===== config.mk =====
export PLATFORM = sky130hd
export DESIGN_NAME = prog_counter
export DESIGN_NICKNAME = d
export VERILOG_FILES = /design/src/rtl/prog_counter.sv
export SDC_FILE = /design/constraint.sdc
export NUM_CORES = 1
export LEC_CHECK = 0
export CORE_ASPECT_RATIO = 0.6
export CORE_MARGIN = 2
export CORE_UTILIZATION = 35
export CTS_BUF_LIST = sky130_fd_sc_hd__clkbuf_8
export DETAILED_ROUTE_END_ITERATION = 12
export GPL_TIMING_DRIVEN = 0
export PLACE_DENSITY = 0.67
export SYNTH_ARGS = -nofsm -noshare
export SYNTH_HDL_FRONTEND = slang
export SYNTH_SLANG_ARGS = --single-unit

===== constraint.sdc =====
create_clock -name clk -period 4.51 [get_ports clk]
set_input_delay 0.902 -clock clk [delete_from_list [all_inputs] [get_ports clk]]
set_output_delay 0.902 -clock clk [all_outputs]
set_load 0.005 [all_outputs]

===== src/rtl/prog_counter.sv =====
// Programmable up/down modulo counter with prescaler, one-shot mode,
// terminal-count pulse, sticky overflow and compare output.
module prog_counter #(
  parameter int WIDTH      = 8,
  parameter int PRESCALE_W = 4
) (
`ifdef USE_POWER_PINS
  inout  wire                  vccd1,
  inout  wire                  vssd1,
`endif
  input  logic                  clk,
  input  logic                  reset,
  input  logic                  enable,
  input  logic                  up_down,
  input  logic                  load,
  input  logic [WIDTH-1:0]      load_val,
  input  logic [WIDTH-1:0]      max_val,
  input  logic [WIDTH-1:0]      cmp_val,
  input  logic [PRESCALE_W-1:0] prescale,
  input  logic                  mode,
  input  logic                  clr_ovf,
  output logic [WIDTH-1:0]      out,
  output logic                  tc,
  output logic                  cmp_match,
  output logic                  ovf,
  output logic                  running
);

  logic [PRESCALE_W-1:0] psc;
  logic                  active;
  logic                  tick;
  logic                  at_term;
  logic                  term_event;

  always_comb begin
    active     = enable && running;
    tick       = active && (psc == prescale);
    // Up terminal uses >= so a load above max_val ends on the next up tick.
    at_term    = up_down ? (out >= max_val) : (out == '0);
    term_event = tick && at_term;
  end

  assign cmp_match = (out == cmp_val);

  always_ff @(posedge clk) begin
    if (reset) begin
      out     <= '0;
      psc     <= '0;
      tc      <= 1'b0;
      ovf     <= 1'b0;
      running <= 1'b1;
    end else if (load) begin
      out     <= load_val;
      psc     <= '0;
      tc      <= 1'b0;
      running <= 1'b1;
      if (clr_ovf) ovf <= 1'b0;
    end else begin
      tc <= term_event;
      if (active) psc <= tick ? '0 : psc + 1'b1;
      if (tick) begin
        if (at_term) begin
          if (mode) running <= 1'b0;
          else      out     <= up_down ? '0 : max_val;
        end else begin
          out <= up_down ? out + 1'b1 : out - 1'b1;
        end
      end
      // Set wins over clear when both land on the same edge.
      if (term_event)   ovf <= 1'b1;
      else if (clr_ovf) ovf <= 1'b0;
    end
  end

endmodule


=== Yosys cells after proc, flatten, opt, wreduce, memory -nomap -nowiden ===
Index checks and enable logic that the tools add are counted.
W data, S select, Z words.

* Flip-flop bits (word level): 15
* Input bits: 35
* Logic and storage cells: 31

* $add $sub $neg: 3
* Magnitude comparators: 1
* Eq/ne operators: 3
* Mux-type cells: 11
* Reduce and logical (&&, ||, !) cells: 8

{| class="wikitable"
|+ Operators with widths
! cell !! count
|-
| $mux W8 || 6
|-
| $add A8 B1 Y8 const B || 1
|-
| $eq A8 B8 Y1 || 1
|-
| $ge A8 B8 Y1 || 1
|-
| $logic_not A8 Y1 || 1
|-
| $sub A8 B1 Y8 const B || 1
|-
| $add A4 B1 Y4 const B || 1
|-
| $eq A4 B4 Y1 || 1
|-
| $mux W1 || 4
|-
| $mux W4 || 1
|-
| $logic_and A1 B1 Y1 || 3
|-
| $ne A3 B3 Y1 const B || 1
|-
| $reduce_and A3 Y1 || 1
|-
| $reduce_and A2 Y1 || 1
|-
| $reduce_bool A2 Y1 || 1
|-
| $reduce_or A2 Y1 || 1
|}

=== Longest topological paths before layout ===
Gate-level depths: netlist of run 1.

* Depth after elaboration: 5
* Mapped depth: 10

=== Worst setup path before layout of run 1 ===
OpenSTA, ideal clock, no wires.

* Kind: input-to-reg
* Start point: in max_val[3]
* End point: reg out[2]
* Library setup time: 92 ps
* Data arrival time: 2,448 ps
* Required time: 4,418 ps
* Path slack: 1,970 ps
* Stages on the path: 9
* Buffers on the path: 2
* Path through: inv_1 > ha_1 > a2111oi_0 > and4b_1 > buf_1 > or2_1 > buf_6 > a221oi_2 > o32ai_1

* Longest elaborated chain between the ends: 5

{| class="wikitable"
|+ Ends and longest elaborated chain
! what !! RTL line !! source
|-
| start: declaration || 17 || <nowiki>input logic [WIDTH-1:0] max_val,</nowiki>
|-
| $ge A8 B8 Y1 * || 39 || <nowiki>at_term = up_down ? (out >= max_val) : (out == '0);</nowiki>
|-
| $mux W1 * || 39 ||
|-
| $mux W8 || 62 || <nowiki>if (at_term) begin</nowiki>
|-
| $mux W8 || 61 || <nowiki>if (tick) begin</nowiki>
|-
| $mux W8 || 52 || <nowiki>end else if (load) begin</nowiki>
|-
| end signal: assignment || 53 || <nowiki>out <= load_val;</nowiki>
|-
| end signal: assignment || 64 || <nowiki>else out <= up_down ? '0 : max_val;</nowiki>
|-
| end signal: assignment || 66 || <nowiki>out <= up_down ? out + 1'b1 : out - 1'b1;</nowiki>
|-
| end: declaration || 22 || <nowiki>output logic [WIDTH-1:0] out,</nowiki>
|}

Every way passes the cells marked *; elsewhere a longest branch is shown, timed or not. The select of a mux whose other input is x is not followed.
A chain may end at the register's enable or synchronous reset.

=== Worst setup path in the final report of run 1 ===
* Start point: in cmp_val[2]
* End point: out cmp_match

* Longest elaborated chain between the ends: 1

{| class="wikitable"
|+ Ends and longest elaborated chain
! what !! RTL line !! source
|-
| start: declaration || 18 || <nowiki>input logic [WIDTH-1:0] cmp_val,</nowiki>
|-
| $eq A8 B8 Y1 || 43 || <nowiki>assign cmp_match = (out == cmp_val);</nowiki>
|-
| end: declaration || 24 || <nowiki>output logic cmp_match,</nowiki>
|}

Every way passes these cells.

==> results of run 1 <==
==> cell families after synthesis <==
logic type                 Yosys count  share of synthesized area
buffers and inverters               19                    0.06183
AOI/OAI and AO/OA                   51                     0.2685
DFF                                 15                     0.2120
xor gates and xnor gates            21                     0.1299
and+or+nand+nor                     49                     0.1811
adders and majority gates           16                     0.1466
==> layout make-up <==
class / count / area [um2] / area share
inverters: 14 / 52.55 / 0.02653
well taps: 47 / 58.81 / 0.02969
plain buffers: 5 / 35.03 / 0.01769
flip-flops and latches: 15 / 300.3 / 0.1516
repair buffers: 46 / 460.4 / 0.2325
clock buffers: 3 / 41.29 / 0.02085
clock inverters: 1 / 3.754 / 0.001895
multi-input cells: 137 / 1028 / 0.5193
==> sequential cells by signal, summed over array words and instances (netlist names) <==
register  cells
out           8
ovf           1
psc           4
running       1
tc            1
==> routing by layer <==
metal / part of all wire / wire, um / vias to the layer above
met5: 0 / 0 / -
li1: - / - / 739
met4: 0 / 0 / 0
met3: 0.075 / 289 / 0
met2: 0.36 / 1401 / 49
met1: 0.56 / 2163 / 650
==> worst min path at each step <==
stage,slack (ns),end
4_1_cts,0.49,ovf
5_1_grt,0.54,ovf
2_1_floorplan,0.47,ovf
3_5_place_dp,0.48,ovf
3_3_place_gp,0.47,ovf
6_report,0.48,ovf
==> power by group through the flow <==
stage / logic [mW] / registers [mW] / clock network [mW]
3_3_place_gp: 0.183 / 0.159 / 0
3_5_place_dp: 0.183 / 0.158 / 0
5_1_grt: 0.205 / 0.157 / 0.121
4_1_cts: 0.185 / 0.155 / 0.111
2_1_floorplan: 0.115 / 0.154 / 0
6_report: 0.185 / 0.156 / 0.107
==> cell usage in the layout, fill, tap and decap left out, drive strengths merged, types with 2 or more instances in the layout <==
master,instances
nand2b,2
nand2,9
o211ai,3
clkbuf,4
and3,3
dfxtp,15
clkdlybuf4s50,46
nand3,3
a31oi,4
a311oi,2
xnor2,15
ha,15
and2,4
a211oi,2
o31ai,2
inv,14
buf,4
nor4,5
xor2,6
nand3b,2
a21o,2
nor2,10
a21oi,11
a221oi,4
nor3,6
o32ai,5
o21ai,7
o21bai,4
nand4,2
==> critical path, stage by stage <==
cell,delay (ns)
clkdlybuf4s50_1,0.47
xnor2_1,0.11
nand4_1,0.14
nor2_1,0.12
clkdlybuf4s50_1,0.50
==> cell usage after synthesis, drive strengths merged <==
library cell and number:
a21o 2, a2111oi 1, o21bai 4, a221oi 4
nand3b 2, a31oi 4, o32a 1, or2 1
o31ai 2, buf 4, and3 3, ha 15
a311oi 2, a2bb2oi 1, o22ai 1, o21ai 7
and4b 1, a21oi 11, inv 13, xnor2 15
o211ai 3, xor2 6, a21boi 1, nand2b 2
clkinv 1, nor3 6, dfxtp 15, a211oi 2
nand2 9, fa 1, nand4 2, nor4 5
and2 4, nor2 10, nand3 3, clkbuf 1
o32ai 5, or3 1
==> through the flow <==
stage	total power, mW	cell area, um2	cells	utilization	hold slack [ns]
after floorplan	0.2682	1416	171	-	0.4669
after global placement	0.3419	1936	264	0.5141	0.4669
after detailed placement	0.3414	1936	264	0.5141	0.4775
after CTS	0.4508	1981	268	0.5261	0.4851
after global routing	0.4828	1981	268	0.5261	0.5400
final	0.4488	1981	268	0.5261	0.4787
==> impl_metrics.csv, run 1 <==
group,metric,value,unit
setup_path,reg2reg_depth,8,
setup_path,endpoint,"cmp_match",
setup_path,r2r-start,"out[3]",
timing,fmax,317.7,MHz
timing,slew_headroom,0.6761,
detailed_routing,routedWlPerCell,14.38,um
logic_synthesis,synthDominantAreaCellType,"dfxtp_1",
setup_path,endpoint_kind,"output port",
global_route,grt_pass1_wl,6368,um
die,start_util,0.3762,
detailed_routing,drc_errors,0,
pwr,clkPwrFrac,0.239,
pwr,p_sw_frac,0.3310,
logic_synthesis,ys_types,43,
final_layout,layout.nets,273,
timing,tns,0,ns
detailed_routing,drt-total-wl,3854,um
logic_synthesis,synth-seq-cells,15,
timing,setup_violations,0,
global_route,grt_max_degree,11,
pwr,p_leak,0.7964,nW
clocking,postCtsSetupBuffers,0,
place,gp_congestion,0.8391,
pwr,vdd_drop_max,0.1203,mV
detailed_routing,drtIter0Drc,74,
clocking,clock_tree.buffer_depth,2,
logic_synthesis,yosysWarnings,0,
hold_path,whs_path_depth,2,
final_layout,drive_gt1_frac,0.05882,
place,place_hpwl,3097,um
pwr,powerDensity,226.6,nW/um2
status,status,"complete, no violations",
setup_path,arrival,2.25,ns
global_route,use_met1,0.2791,
place,dp_slack,1.147,ns
logic_synthesis,yosys-top-cells-area,"dfxtp_1 (21%), ha_1 (13%), xnor2_1 (9.3%)",
setup_path,crit_start,"cmp_val[2]",
timing,worst_pin_slew,0.4817,ns
clocking,cts_root_buf,"clkbuf_8",
global_route,antenna_found_initial,0,
hold_path,min_from,"ovf",
pwr,power.switching,0.1486,mW
clocking,cts_tree,"yes",
global_route,track_usage,0.1796,
logic_synthesis,synth_area_per_cell,8.283,um2
global_route,grt_pass1_vias,1299,
clocking,cts_sinks,15,
setup_path,r2r_slack,2.09,ns
setup_path,path_class,"input pin to output port",
clocking,clk_pin_slew,0.06,ns
logic_synthesis,synthesis.nets,222,
timing,period_minus_slack,3.148,ns
setup_path,cp-start-kind,"input pin",
flow_run,drv_cap,0,
clocking,cts_resized,0,
setup_path,required,3.61,ns
logic_synthesis,synth_top_area_share,0.2120,
detailed_routing,drtPass1Iterations,4,
final_layout,antennaDiodeCount,0,
die,fp.dieArea,4588,um2
clocking,cts_buffers,3,
clocking,h-tree-depth,1,
die,die_w,86.13,um
detailed_routing,vias_per_cell,5.366,
die,row_count,17,
clocking,cts_hold_buf,0,
clocking,clk_latency,0.24,ns
setup_path,cp_max_fo,1,
logic_synthesis,syn_area,1416,um2
logic_synthesis,yosysSeqAreaShare,0.2120,
timing,fin_skew,0.0009024,ns
detailed_routing,drtAntennaViolNets,0,
timing,layout_worst_path_cycle_share,0.6979,
timing,drv_slew,0,
die,die_y,53.28,um
place,io_buffers,46,
pwr,p_seq_frac,0.348,
timing,setup_ws,1.362,ns
pwr,combinationalPowerShare,0.413,
final_layout,area_delta_synth_final,39.84,%
logic_synthesis,syn_inst,171,
global_route,met2_usage,0.2494,
timing,finalHoldViolations,0,
hold_path,hold_class,"flip-flop to flip-flop",
global_route,grt_overflow,0,
global_route,grt_busiest_layer,"met1",
timing,rsz0062_at_grt,"false",
die,coreArea,3765,um2
die,design.portCount,47,
pwr,internal_power,0.3002,mW
global_route,grt_use_met3,0.05148,
detailed_routing,vias,1438,
setup_path,r2r_end,"out[1]",
final_layout,fill_cells,366,
(Power assumes the default switching activity.)
==> run 2: changes to the inputs <==
==> constraint.sdc (replaced) <==
create_clock -name clk -period 2.9 [get_ports clk]
set_input_delay 0.58 -clock clk [delete_from_list [all_inputs] [get_ports clk]]
set_output_delay 0.58 -clock clk [all_outputs]
set_load 0.005 [all_outputs]
==> impl_metrics.csv, run 2 (synthesis results as in run 1) <==
group,metric,value,unit
global_route,grt_pass1_wl,6368,um
detailed_routing,wl_met3,263,um
global_route,grt_max_degree,11,
final_layout,area_delta_synth_final,39.66,%
setup_path,critPathMaxStageDelay,0.64,ns
flow_run,drv_cap,0,
place,place_hpwl,3097,um
place,io_buffers,46,
place,gp_congestion,0.8391,
global_route,grt_pass1_vias,1299,
final_layout,regArea,300.3,um2
clocking,clk_latency,0.25,ns
setup_path,endpoint_kind,"flip-flop",
setup_path,r2r-start,"out[0]",
hold_path,min_from,"ovf",
timing,slew_headroom,0.7046,
hold_path,whs_path_depth,2,
setup_path,arrival,2.80,ns
final_layout,antennaDiodeCount,0,
clocking,cts_root_buf,"clkbuf_8",
detailed_routing,drtAntennaViolNets,0,
timing,hold_ws,0.4784,ns
clocking,cts_buffers,3,
setup_path,r2r_slack,0.56,ns
timing,period_minus_slack,2.677,ns
die,row_count,17,
die,die_y,53.28,um
detailed_routing,drtPass1Iterations,4,
timing,layout_worst_path_cycle_share,0.9230,
setup_path,cpMostUsedCell,"a21oi_1",
die,design.portCount,47,
setup_path,cp-start-kind,"input pin",
timing,worst_pin_slew,0.4393,ns
global_route,track_usage,0.1796,
setup_path,reg2reg_depth,9,
global_route,antenna_found_initial,0,
timing,finalHoldViolations,0,
final_layout,layout.nets,272,
timing,fin_skew,0.002637,ns
final_layout,reg_top3,"out x8, psc x4",
final_layout,drive_gt1_frac,0.06364,
final_layout,fill_cells,365,
hold_path,hold_path_end,"ovf",
final_layout,most-common-layout-cells,"clkdlybuf4s50_1 (46), xnor2_1 (15), ha_1 (15), dfxtp_1 (15), inv_1 (13)",
timing,rsz0062_at_grt,"false",
place,post-place-cells,264,
setup_path,path_class,"input pin to flip-flop",
clocking,clock_tree.buffer_depth,2,
setup_path,r2r_end,"out[2]",
detailed_routing,wl_met1,2183,um
final_layout,fin_cells,267,
detailed_routing,vias_per_cell,5.345,
detailed_routing,vias,1427,
final_layout,largest_register_ffs,8,
setup_path,required,3.02,ns
setup_path,cp_slowest_cell,"clkdlybuf4s50_1",
detailed_routing,top_layer,"met3",
pwr,vdd_drop_max,0.1876,mV
clocking,cts_sinks,15,
clocking,clk_pin_slew,0.06,ns
final_layout,multi_input_area,1030,um2
clocking,h-tree-depth,1,
setup_path,cp_max_fo,8,
detailed_routing,routedWlPerCell,14.46,um
pwr,powerDensity,353.9,nW/um2
detailed_routing,drt-total-wl,3862,um
timing,setup_violations,0,
die,die_w,86.13,um
final_layout,max_flop_register,"out",
setup_path,crit_chain,"clkdlybuf4s50_1 -> inv_2 -> fa_1 -> a211oi_1 -> o21bai_1 -> a21oi_1 -> xnor2_1 -> a21oi_1 -> o22ai_1",
clocking,cts_tree,"yes",
die,fp.dieArea,4588,um2
pwr,p_leak,0.7942,nW
status,status,"complete, no violations",
timing,fmax,373.6,MHz
final_layout,final_common_cell,"clkdlybuf4s50_1",
die,start_util,0.3762,
detailed_routing,drtIter0Drc,77,
detailed_routing,wl_met2,1415,um
die,coreArea,3765,um2
timing,drv_slew,0,
detailed_routing,drc_errors,0,
global_route,grt_overflow,0,
hold_path,hold_class,"flip-flop to flip-flop",
==> run 2: cell count changes in the layout (fill, tap and decap cells not counted), sizes merged <==
| cell | delta |
|---|---|
| buf | -1 |
==> run 2: how the worst max path moves through the flow <==
stage	slack, ns	to	startpoint
after floorplan	0.68	out[2]	max_val[3]
after global placement	-0.14	out[0]	max_val[3]
after detailed placement	-0.14	out[1]	max_val[3]
after CTS	0.11	out[1]	max_val[3]
after global routing	0.05	out[6]	up_down
final	0.22	out[6]	up_down
==> run 2: worst max-delay path: cells and delay by family <==
family | cells | cell delay (ns)
xor gates and xnor gates | 1 | 0.10
adders and majority gates | 1 | 0.51
AOI/OAI and AO/OA | 5 | 0.80
buffers and inverters | 2 | 0.80
==> run 2: stage by stage <==
step / setup WS (ns) / total power, mW / cell area (um2) / TNS, ns / utilization
after floorplan: 0.6817 / 0.4171 / 1416 / 0 / -
after global placement: -0.1362 / 0.5317 / 1936 / -0.6899 / 0.5141
after detailed placement: -0.1409 / 0.5309 / 1936 / -0.6422 / 0.5141
after CTS: 0.1100 / 0.7011 / 1981 / 0 / 0.5261
after global routing: 0.04670 / 0.7504 / 1978 / 0 / 0.5254
final: 0.2234 / 0.7001 / 1978 / 0 / 0.5254
==> run 2: timing repair <==
item | 4_1_cts | 5_1_grt
endpoints found under the setup margin | 0 | 6
endpoints found under the hold margin | 0 | 0
hold buffers | 0 | 0
gates resized for setup | 0 | 2
setup buffers | 0 | 0
==> run 2: layout make-up <==
cell class                 count  share of cell area
buffer                         4             0.01581
tap                           47             0.02973
multi-input combinational    137              0.5206
clock buffer                   3             0.02087
clock inverter                 1            0.001898
inverter                      14             0.02657
timing repair buffer          46              0.2328
sequential                    15              0.1518
==> run 2: layer usage <==
metal | up-vias | GRT usage
li1 | 736 | -
met1 | 646 | 0.2791
met2 | 45 | 0.2494
met5 | - | 0
met3 | 0 | 0.05148
met4 | 0 | 0.007937
==> run 2: power breakdown <==
| part | switching [mW] | total [mW] | internal (mW) |
|---|---|---|---|
| Combinational | 0.132 | 0.288 | 0.156 |
| Clock | 0.0756 | 0.169 | 0.0938 |
| Sequential | 0.0258 | 0.243 | 0.217 |
| Total | 0.233 | 0.700 | 0.467 |
